===== src/rtl/inter_req_pkg.sv =====
// Shared types and constants for the inter reference-request tiler.
// Optional chroma request fields are compiled in with INTER_REQ_CHMA_EN.
package inter_req_pkg;

  localparam int POS_W  = 14;
  localparam int TILE_W = 8;
  localparam int TILE_H = 8;

  // Interpolation filter margins: pixels before the block, extra extent
  localparam int LUMA_PRE = 3;
  localparam int LUMA_EXT = 7;
  localparam int CHMA_PRE = 1;
  localparam int CHMA_EXT = 3;

  typedef enum logic {
    ST_IDLE  = 1'b0,
    ST_ISSUE = 1'b1
  } state_e;

  typedef struct packed {
    logic [11:0] x;
    logic [11:0] y;
    logic [6:0]  w;
    logic [6:0]  h;
    logic [15:0] mv_x;
    logic [15:0] mv_y;
  } pu_desc_t;

  typedef struct packed {
    logic [POS_W-1:0] start_x;
    logic [POS_W-1:0] start_y;
    logic [6:0]       width;
    logic [6:0]       height;
    logic [1:0]       frac_x;
    logic [1:0]       frac_y;
`ifdef INTER_REQ_CHMA_EN
    logic [POS_W-1:0] c_start_x;
    logic [POS_W-1:0] c_start_y;
    logic [5:0]       c_width;
    logic [5:0]       c_height;
    logic [2:0]       c_frac_x;
    logic [2:0]       c_frac_y;
`endif
  } req_t;

  // PU dimension is legal when non-zero, a multiple of 4 and at most 64
  function automatic logic size_ok(input logic [6:0] s);
    return (s != 7'd0) && (s[1:0] == 2'b00) && (s <= 7'd64);
  endfunction

endpackage


===== src/rtl/inter_ref_tile_calc.sv =====
// Combinational tile geometry: maps a PU descriptor and tile offset to the
// reference-block request fields and the last-tile flag.
// Chroma fields are produced when INTER_REQ_CHMA_EN is defined.
module inter_ref_tile_calc
  import inter_req_pkg::*;
(
  input  pu_desc_t   desc_i,
  input  logic [6:0] tx_i,
  input  logic [6:0] ty_i,
  output req_t       req_o,
  output logic       last_o
);

  localparam int PW1 = POS_W + 1;

  logic [6:0]        rem_w, rem_h, tw, th;
  logic signed [15:0] mi_x, mi_y;
  logic [1:0]        fx, fy;
  logic [PW1-1:0]    base_x, base_y, sx, sy;
`ifdef INTER_REQ_CHMA_EN
  logic signed [15:0] ci_x, ci_y;
  logic [2:0]        cfx, cfy;
  logic [PW1-1:0]    csx, csy;
`endif

  // Tile extent, luma start/size, and (optionally) chroma start/size
  always_comb begin
    rem_w  = desc_i.w - tx_i;
    rem_h  = desc_i.h - ty_i;
    tw     = (rem_w > 7'(TILE_W)) ? 7'(TILE_W) : rem_w;
    th     = (rem_h > 7'(TILE_H)) ? 7'(TILE_H) : rem_h;

    mi_x   = $signed(desc_i.mv_x) >>> 2;
    mi_y   = $signed(desc_i.mv_y) >>> 2;
    fx     = desc_i.mv_x[1:0];
    fy     = desc_i.mv_y[1:0];

    // Work one bit wider than POS_W, then truncate to the output width
    base_x = PW1'(desc_i.x) + PW1'(tx_i);
    base_y = PW1'(desc_i.y) + PW1'(ty_i);
    sx     = base_x + PW1'(mi_x) - ((fx != 2'd0) ? PW1'(LUMA_PRE) : '0);
    sy     = base_y + PW1'(mi_y) - ((fy != 2'd0) ? PW1'(LUMA_PRE) : '0);

    req_o         = '0;
    req_o.start_x = sx[POS_W-1:0];
    req_o.start_y = sy[POS_W-1:0];
    req_o.width   = tw + ((fx != 2'd0) ? 7'(LUMA_EXT) : 7'd0);
    req_o.height  = th + ((fy != 2'd0) ? 7'(LUMA_EXT) : 7'd0);
    req_o.frac_x  = fx;
    req_o.frac_y  = fy;

`ifdef INTER_REQ_CHMA_EN
    // 4:2:0: half-resolution position, eighth-pel chroma phase
    ci_x = $signed(desc_i.mv_x) >>> 3;
    ci_y = $signed(desc_i.mv_y) >>> 3;
    cfx  = desc_i.mv_x[2:0];
    cfy  = desc_i.mv_y[2:0];
    csx  = (base_x >> 1) + PW1'(ci_x) - ((cfx != 3'd0) ? PW1'(CHMA_PRE) : '0);
    csy  = (base_y >> 1) + PW1'(ci_y) - ((cfy != 3'd0) ? PW1'(CHMA_PRE) : '0);
    req_o.c_start_x = csx[POS_W-1:0];
    req_o.c_start_y = csy[POS_W-1:0];
    req_o.c_width   = 6'(tw >> 1) + ((cfx != 3'd0) ? 6'(CHMA_EXT) : 6'd0);
    req_o.c_height  = 6'(th >> 1) + ((cfy != 3'd0) ? 6'(CHMA_EXT) : 6'd0);
    req_o.c_frac_x  = cfx;
    req_o.c_frac_y  = cfy;
`endif

    last_o = ((tx_i + tw) == desc_i.w) && ((ty_i + th) == desc_i.h);
  end

endmodule


===== src/rtl/inter_ref_req_tiler.sv =====
// Splits one PU at a time into raster-ordered tiles and issues one
// reference-block request per tile to the inter reference-pixel cache.
// Handshake: a request transfers on any clock edge where req_valid_out and
// cache_idle_in are both 1; while req_valid_out=1 and cache_idle_in=0 all
// request outputs hold. A PU is taken when pu_valid_in and pu_ready_out are 1.
// Optional chroma request outputs: define INTER_REQ_CHMA_EN.
module inter_ref_req_tiler
  import inter_req_pkg::*;
(
  input  logic             clk,
  input  logic             reset,
  input  logic             pu_valid_in,
  output logic             pu_ready_out,
  input  logic [11:0]      pu_x_in,
  input  logic [11:0]      pu_y_in,
  input  logic [6:0]       pu_w_in,
  input  logic [6:0]       pu_h_in,
  input  logic [15:0]      mv_x_in,
  input  logic [15:0]      mv_y_in,
  output logic             req_valid_out,
  input  logic             cache_idle_in,
  output logic [POS_W-1:0] luma_ref_start_x_out,
  output logic [POS_W-1:0] luma_ref_start_y_out,
  output logic [6:0]       luma_ref_width_x_out,
  output logic [6:0]       luma_ref_height_y_out,
  output logic [1:0]       luma_frac_x_out,
  output logic [1:0]       luma_frac_y_out,
`ifdef INTER_REQ_CHMA_EN
  output logic [POS_W-1:0] chma_ref_start_x_out,
  output logic [POS_W-1:0] chma_ref_start_y_out,
  output logic [5:0]       chma_ref_width_x_out,
  output logic [5:0]       chma_ref_height_y_out,
  output logic [2:0]       ch_frac_x_out,
  output logic [2:0]       ch_frac_y_out,
`endif
  output logic             tile_last_out,
  output logic             err_out,
  output logic             dbg_state_out
);

  state_e     state_q;
  pu_desc_t   desc_q, in_desc, calc_desc;
  logic [6:0] tx_q, ty_q, next_tx, next_ty, calc_tx, calc_ty;
  req_t       req_q, calc_req;
  logic       calc_last;
  logic       req_valid_q, tile_last_q, pu_ready_q, err_q;

  assign in_desc = '{x: pu_x_in, y: pu_y_in, w: pu_w_in, h: pu_h_in,
                     mv_x: mv_x_in, mv_y: mv_y_in};

  // Next raster tile offset, and the calculator input: first tile of the
  // incoming PU while idle, otherwise the tile after the current one
  always_comb begin
    next_tx = tx_q + 7'(TILE_W);
    next_ty = ty_q;
    if (next_tx >= desc_q.w) begin
      next_tx = 7'd0;
      next_ty = ty_q + 7'(TILE_H);
    end
    calc_desc = desc_q;
    calc_tx   = next_tx;
    calc_ty   = next_ty;
    if (state_q == ST_IDLE) begin
      calc_desc = in_desc;
      calc_tx   = 7'd0;
      calc_ty   = 7'd0;
    end
  end

  inter_ref_tile_calc u_calc (
    .desc_i (calc_desc),
    .tx_i   (calc_tx),
    .ty_i   (calc_ty),
    .req_o  (calc_req),
    .last_o (calc_last)
  );

  // Control FSM with registered handshake, request and error outputs
  always_ff @(posedge clk) begin
    if (reset) begin
      state_q     <= ST_IDLE;
      desc_q      <= '0;
      tx_q        <= '0;
      ty_q        <= '0;
      req_q       <= '0;
      req_valid_q <= 1'b0;
      tile_last_q <= 1'b0;
      pu_ready_q  <= 1'b0;
      err_q       <= 1'b0;
    end else begin
      err_q <= 1'b0;
      case (state_q)
        ST_IDLE: begin
          pu_ready_q <= 1'b1;
          if (pu_ready_q && pu_valid_in) begin
            desc_q <= in_desc;
            tx_q   <= 7'd0;
            ty_q   <= 7'd0;
            if (size_ok(pu_w_in) && size_ok(pu_h_in)) begin
              req_q       <= calc_req;
              tile_last_q <= calc_last;
              req_valid_q <= 1'b1;
              pu_ready_q  <= 1'b0;
              state_q     <= ST_ISSUE;
            end else begin
              err_q <= 1'b1;
            end
          end
        end
        ST_ISSUE: begin
          if (cache_idle_in) begin
            if (tile_last_q) begin
              req_valid_q <= 1'b0;
              tile_last_q <= 1'b0;
              pu_ready_q  <= 1'b1;
              state_q     <= ST_IDLE;
            end else begin
              tx_q        <= next_tx;
              ty_q        <= next_ty;
              req_q       <= calc_req;
              tile_last_q <= calc_last;
            end
          end
        end
        default: state_q <= ST_IDLE;
      endcase
    end
  end

  assign pu_ready_out          = pu_ready_q;
  assign req_valid_out         = req_valid_q;
  assign tile_last_out         = tile_last_q;
  assign err_out               = err_q;
  assign dbg_state_out         = state_q;
  assign luma_ref_start_x_out  = req_q.start_x;
  assign luma_ref_start_y_out  = req_q.start_y;
  assign luma_ref_width_x_out  = req_q.width;
  assign luma_ref_height_y_out = req_q.height;
  assign luma_frac_x_out       = req_q.frac_x;
  assign luma_frac_y_out       = req_q.frac_y;
`ifdef INTER_REQ_CHMA_EN
  assign chma_ref_start_x_out  = req_q.c_start_x;
  assign chma_ref_start_y_out  = req_q.c_start_y;
  assign chma_ref_width_x_out  = req_q.c_width;
  assign chma_ref_height_y_out = req_q.c_height;
  assign ch_frac_x_out         = req_q.c_frac_x;
  assign ch_frac_y_out         = req_q.c_frac_y;
`endif

endmodule


===== config.mk =====
export PLATFORM = sky130hd
export DESIGN_NAME = inter_ref_req_tiler
export DESIGN_NICKNAME = d
export VERILOG_FILES = /design/src/rtl/inter_req_pkg.sv /design/src/rtl/inter_ref_tile_calc.sv /design/src/rtl/inter_ref_req_tiler.sv
export SDC_FILE = /design/constraint.sdc
export NUM_CORES = 1
export LEC_CHECK = 0
export CAP_MARGIN = 10
export CORE_AREA = 2 2 165 127
export CTS_CLUSTER_DIAMETER = 40
export DETAILED_ROUTE_END_ITERATION = 10
export DIE_AREA = 0 0 167 129
export MAX_ROUTING_LAYER = met4
export PLACE_DENSITY_LB_ADDON = 0.1
export RECOVER_POWER = 100
export SLEW_MARGIN = 20
export SYNTH_ARGS = -nofsm -noshare
export SYNTH_HDL_FRONTEND = slang
export SYNTH_SLANG_ARGS = --single-unit

===== constraint.sdc =====
create_clock -name clk -period 5.8 [get_ports clk]
set_input_delay 1.16 -clock clk [delete_from_list [all_inputs] [get_ports clk]]
set_output_delay 1.16 -clock clk [all_outputs]
set_load 0.01 [all_outputs]

==> results of run 1 <==
[logic make-up after synthesis]
family          after synthesis  share of synthesized area (%)
buf+inv                     146                           6.06
other cells                   1                         0.0407
fa+ha+maj                   119                           18.1
xor+xnor                     49                           4.81
mux                          75                           8.23
flops                       135                           29.4
compound gates              225                           14.3
simple gates                395                           19.1
[area by class of cell]
type,count,area (µm²),share of cell area [%]
clock buffer,20,468,3.96
clock inverter,11,169,1.43
inverter,93,349,2.96
multi-input combinational,867,6090,51.5
sequential,135,2710,22.9
tap,258,323,2.73
timing repair buffer,188,1710,14.5
[flip-flops by register name (all words and copies together) (netlist names)]
signal and count:
tx_q 7, err_out 1, luma_frac_y_out 2, pu_ready_out 1, luma_ref_start_y_out 14, luma_ref_height_y_out 7, luma_frac_x_out 2, luma_ref_start_x_out 14
tile_last_out 1, ty_q 7, req_valid_out 1, luma_ref_width_x_out 7, dbg_state_out 1, desc_q 70
[Yosys cell counts (all sizes together) (11+ instances only)]
master,count
nand2,224
dfxtp,135
a21oi,134
ha,95
inv,93
mux2i,69
nor2,56
clkbuf,39
xnor2,28
o21ai,26
fa,24
xor2,20
nand3,19
nor3,18
buf,14
a211oi,12
nor2b,11
or3,11
[where the power goes]
part	leakage (nW)	switching (mW)	total [mW]	internal, mW
logic	3.55	0.320	0.595	0.276
clock network	0.312	0.438	1.19	0.756
registers	1.10	0.0135	0.965	0.952
total	4.96	0.771	2.75	1.98
[worst paths after layout]
| check | endpoint | start |
|---|---|---|
| setup / recovery | tile_last_out$_SDFFE_PP0P_ | tx_q[4]$_SDFFE_PP0P_ |
| hold / removal | luma_ref_start_y_out[4]$_SDFFE_PP0P_ | luma_ref_start_y_out[4]$_SDFFE_PP0P_ |
| setup reg to reg | tile_last_out$_SDFFE_PP0P_ | tx_q[4]$_SDFFE_PP0P_ |
| hold reg to reg | luma_ref_start_y_out[4]$_SDFFE_PP0P_ | luma_ref_start_y_out[4]$_SDFFE_PP0P_ |
[metrics by stage]
step / TNS, ns / hold slack, ns
after detailed placement: -0.475 / 0.446
after global routing: -0.396 / 0.471
after CTS: 0 / 0.454
after floorplan: 0 / 0.430
final: -0.0657 / 0.446
after global placement: -0.180 / 0.440
[worst max-delay path, delay by kind of cell (launching register included)]
family / cells / cell delay [ns]
AO/OA/AOI/OAI: 10 / 1.92
multiplexers: 1 / 0.08
adder cells (fa/ha/maj): 4 / 1.11
XOR/XNOR: 2 / 0.33
buffers and inverters: 2 / 0.24
AND/OR/NAND/NOR: 10 / 1.80
flip-flops: 1 / 0.34
[what timing repair did]
item | in CTS | in global routing
endpoints found under the setup margin | 1 | 1
gates resized for setup | 24 | 4
pin swaps | 20 | 0
hold endpoints to repair | 0 | 0
buffers inserted | 4 | 0
[metal layers]
| layer | global-route usage (%) | vias up | routed length (µm) |
|---|---|---|---|
| li1 | - | 4204 | - |
| met1 | 32.1 | 3782 | 12000 |
| met2 | 36.8 | 206 | 10800 |
| met3 | 4.49 | 26 | 1370 |
| met4 | 5.78 | 0 | 278 |
| met5 | - | - | 0 |
==> flow_summary.yaml, run 1 <==
final_layout:
  layout_commonest_cell: "nand2_1"
  finalInstanceArea_um2: 11800
  final_nets: 1495
  final_layout_size_suffix_gt1_share_pct: 9.67
  count_of_fill_cells_added_during_filler_insertion: 1861
  syn2layout_area_growth_pct: 28.3
  antenna_cells_inserted: 0
  mostFrequentLayoutCells: "223 x nand2_1, 133 x a21oi_1, 132 x dfxtp_1"
  final_util_pct: 59.4
  layoutNonFillerInstCount: 1572
sta:
  final_period_minus_worst_setup_slack_ns: 5.87
  timing.final.hold_violations: 0
  timing.final.crit_share_pct: 101
  rsz0062_at_grt: "yes"
  fin_skew_ns: 0.00782
  achievable-frequency_ghz: 0.170
  post-route-worst-setup-slack_ns: -0.0657
  total_setup_violations_reported_at_the_end_of_the_flow: 1
  relSlewSlack_pct: -80.9
  worst-slew-pin-transition_ns: 2.70
  finalMaxSlewViolations: 132
floorplanning:
  num_rows: 45
  core_area_um2: 19900
  initial_core_util_pct: 46.3
  horizontal_extent_of_the_die_um: 167
  io-pin-count: 125
  die_height_um: 129
  die-area_um2: 21500
synth:
  synth_top_cell_by_area: "dfxtp_1"
  mappedNetlistArea_um2: 9210
  synth_cells: 1145
  yosysSeqAreaShare_pct: 29.4
  ys_top_cells_by_area: "dfxtp_1 29%, ha_1 13%, nand2_1 9.1%, mux2i_1 7.5%, a21oi_1 7.3%"
  post_synth_edffs: 0
  synth-async-reset-ratio_pct: 0
  postSynthRegisterBits: 135
  synth.yosys.warnings: 0
  synth.lib_cells_used.distinct: 58
  synth_flop_cell: "dfxtp_1"
  avgSynthCellArea_um2: 8.04
  synth_top_cell_area_share_pct: 29.4
global_routing:
  global_route_wire_length_before_repair_um: 39600
  first_global_vias: 7642
  initial_antenna_violation_count: 0
  grt.total_usage_pct: 23.7
  grt_remaining_overflow: 0
  maximum_number_of_pins_on_one_net_before_global_route_repair: 84
cts:
  total_clock_buffers_created_by_cts: 17
  cts.path.max_buffers: 2
  clk_latency_ns: 0.42
  clk_pin_slew_ns: 0.06
  cts_tree: "built"
  cts-root-buf: "clkbuf_16"
  clock_sinks: 135
  htree_levels: 4
  cts_hold_repair.buffers: 0
critical_path:
  critical_path.slowest_cell: "or3_4"
  worst_path_fanout_max: 6
  crit_path_start_kind: "register"
  worstPathRequired_ns: 6.17
  critPathMaxStageDelay_ns: 0.38
  arrival_time_reported_for_the_critical_path_endpoint_ns: 6.23
  path_class: "reg2reg"
  type_of_element_capturing_the_critical_path: "register"
  rr_worst_depth: 29
  reg2reg_setup_slack_ns: -0.07
power_and_ir_drop:
  power.density_cell_area_nw_per_um2: 233
  max-vdd-ir-drop_v: 0.000205
  design_power_total_mw: 2.75
  leakage_nw: 4.96
route:
  drt_iter0_drc: 487
  drc: 0
  drt-wirelength-per-cell_um: 15.6
  routed_via_density: 5.23
  antenna_violating_nets_left: 0
  vias: 8218
  dr.pass1.iters: 5
  wl_um: 24500
outcome:
  violations: "capacitance limit, slew limit, setup timing"
  outcome: "finished with violations"
place:
  detailed_place.area_um2: 11100
  dpl_worst_slack_ns: -0.475
  place.gp.congestion: 0.923
  port_buffers: 124
  placedCellCount: 1537
  dpl.hpwl_um: 17700
hold_path:
  hp-class: "reg2reg"
  min_delay_path_depth: 2
job:
  timing.max_cap.violations: 4
No activity file was read; power rests on OpenSTA's default activity.
==> run 2, diff against run 1 <==
--- a/config.mk
+++ b/config.mk
@@ -6,10 +6,10 @@
 export NUM_CORES = 1
 export LEC_CHECK = 0
 export CAP_MARGIN = 10
-export CORE_AREA = 2 2 165 127
+export CORE_AREA = 2 2 169 129
 export CTS_CLUSTER_DIAMETER = 40
 export DETAILED_ROUTE_END_ITERATION = 10
-export DIE_AREA = 0 0 167 129
+export DIE_AREA = 0 0 171 131
 export MAX_ROUTING_LAYER = met4
 export PLACE_DENSITY_LB_ADDON = 0.1
 export RECOVER_POWER = 100
==> flow_summary.yaml, run 2 (same netlist as run 1, synthesis figures left out) <==
outcome:
  outcome: "finished with violations"
  violations: "capacitance limit, slew limit, setup timing"
final_layout:
  final_nets: 1509
  layout_commonest_cell: "nand2_1"
  max_flop_register: "desc_q"
  register_area_um2: 2710
  final_layout_size_suffix_gt1_share_pct: 9.78
  syn2layout_area_growth_pct: 28.9
  multi_input_area_um2: 6040
  largest_register_ff_count: 70
  mostFrequentLayoutCells: "224 x nand2_1, 134 x a21oi_1, 133 x dfxtp_1"
  antenna_cells_inserted: 0
  layoutNonFillerInstCount: 1617
  finalInstanceArea_um2: 11900
  count_of_fill_cells_added_during_filler_insertion: 1974
sta:
  timing.final.crit_share_pct: 102
  fin_skew_ns: 0.0106
  rsz0062_at_grt: "yes"
  total_setup_violations_reported_at_the_end_of_the_flow: 1
  final_period_minus_worst_setup_slack_ns: 5.90
  setup-tns-final_ns: -0.0957
  achievable-frequency_ghz: 0.170
  finalMaxSlewViolations: 96
  worst-slew-pin-transition_ns: 2.66
  post-route-worst-setup-slack_ns: -0.0957
  timing.final.hold_violations: 0
  relSlewSlack_pct: -77.7
cts:
  total_clock_buffers_created_by_cts: 17
  clk_pin_slew_ns: 0.06
  clk_latency_ns: 0.42
  cts-root-buf: "clkbuf_16"
  clock_sinks: 135
  cts_tree: "built"
  htree_levels: 4
  cts_hold_repair.buffers: 0
  cts.path.max_buffers: 2
critical_path:
  crit_path_start_kind: "register"
  cpLargestDelayFamily: "compound AO/OA/AOI/OAI gates"
  critical_path.reg2reg.endpoint: "tile_last_out$_SDFFE_PP0P_"
  worst_path_fanout_max: 5
  critPathMaxStageDelay_ns: 0.51
  critical_path.n_buffers_inverters: 2
  critical_path.slowest_cell: "fa_1"
  type_of_element_capturing_the_critical_path: "register"
  critical-path-top-cell-by-count: "ha_1"
  arrival_time_reported_for_the_critical_path_endpoint_ns: 6.26
  path_class: "reg2reg"
  worstPathRequired_ns: 6.16
  reg2reg_setup_slack_ns: -0.1
  rr_worst_depth: 29
  timing.rr.start: "tx_q[3]$_SDFFE_PP0P_"
floorplanning:
  initial_core_util_pct: 44.2
  die_height_um: 131
  num_rows: 46
  core_area_um2: 20800
  die-area_um2: 22400
  io-pin-count: 125
  horizontal_extent_of_the_die_um: 171
route:
  routed_via_density: 5.08
  drt-wirelength-per-cell_um: 15.2
  vias: 8213
  dr.pass1.iters: 5
  drc: 0
  antenna_violating_nets_left: 0
  wl_um: 24500
  drt_iter0_drc: 478
job:
  timing.max_cap.violations: 3
hold_path:
  min_to: "luma_ref_start_y_out[4]$_SDFFE_PP0P_"
  hold_path.startpoint: "luma_ref_start_y_out[4]$_SDFFE_PP0P_"
  hp-class: "reg2reg"
  min_delay_path_depth: 2
power_and_ir_drop:
  leakage_nw: 5.01
  power.density_cell_area_nw_per_um2: 226
  design_power_total_mw: 2.68
  max-vdd-ir-drop_v: 0.000133
global_routing:
  first_global_vias: 7866
  initial_antenna_violation_count: 0
  grt.total_usage_pct: 23.5
  maximum_number_of_pins_on_one_net_before_global_route_repair: 72
  grt_remaining_overflow: 0
  global_route_wire_length_before_repair_um: 40400
place:
  dpl.hpwl_um: 18100
  detailed_place.area_um2: 11100
  placedCellCount: 1572
  port_buffers: 124
  place.gp.congestion: 0.895
## run 2: through the flow
stage / setup WS, ns / utilization [%] / hold WS, ns
after floorplan: 0.00563 / - / 0.430
after global placement: -0.137 / 53.4 / 0.440
after detailed placement: -0.395 / 53.4 / 0.446
after CTS: -0.00575 / 57.0 / 0.453
after global routing: -0.465 / 57.0 / 0.473
final: -0.0957 / 57.0 / 0.446
## run 2: worst max path at each step
stage,from,to,slack [ns],cells past startpoint
after floorplan,tx_q[3]$_SDFFE_PP0P_,tile_last_out$_SDFFE_PP0P_,0.006,29
after global placement,tx_q[3]$_SDFFE_PP0P_,tile_last_out$_SDFFE_PP0P_,-0.14,29
after detailed placement,tx_q[3]$_SDFFE_PP0P_,tile_last_out$_SDFFE_PP0P_,-0.39,29
after CTS,tx_q[3]$_SDFFE_PP0P_,tile_last_out$_SDFFE_PP0P_,-0.006,29
after global routing,tx_q[3]$_SDFFE_PP0P_,tile_last_out$_SDFFE_PP0P_,-0.47,29
final,tx_q[3]$_SDFFE_PP0P_,tile_last_out$_SDFFE_PP0P_,-0.1,29
## run 2: worst min-delay path, delay by kind of cell, from the launching register on
family           cells  cell delay (ns)
AND/OR/NAND/NOR      1             0.05
AO/OA/AOI/OAI        1             0.05
flip-flops           1             0.30
## run 2: area by class of cell
cell class	instances	area share, %
Clock inverter	10	0.991
Sequential cell	135	22.8
Inverter	93	2.94
Clock buffer	22	4.09
Tap cell	288	3.04
Timing Repair Buffer	202	15.3
Multi-Input combinational cell	867	50.9
## run 2: repair_timing
action                                  in CTS  in global routing
setup buffers                               12                  1
gates resized for setup                     12                  5
endpoints found under the setup margin       1                  1
pin swaps                                   11                  2
## run 2: layer usage
layer	wire length, µm	global-route usage (%)	up-vias	share of wire [%]
li1	-	-	4240	-
met4	184	4.54	0	0.75
met2	10800	36.6	160	44
met5	0	-	-	0
met3	984	3.61	11	4.0
met1	12600	32.5	3802	51
## run 2: power by group
part | leakage [nW] | switching (mW) | internal (mW)
sequential | 1.10 | 0.0135 | 0.952
clock | 0.296 | 0.433 | 0.683
combinational | 3.62 | 0.317 | 0.281
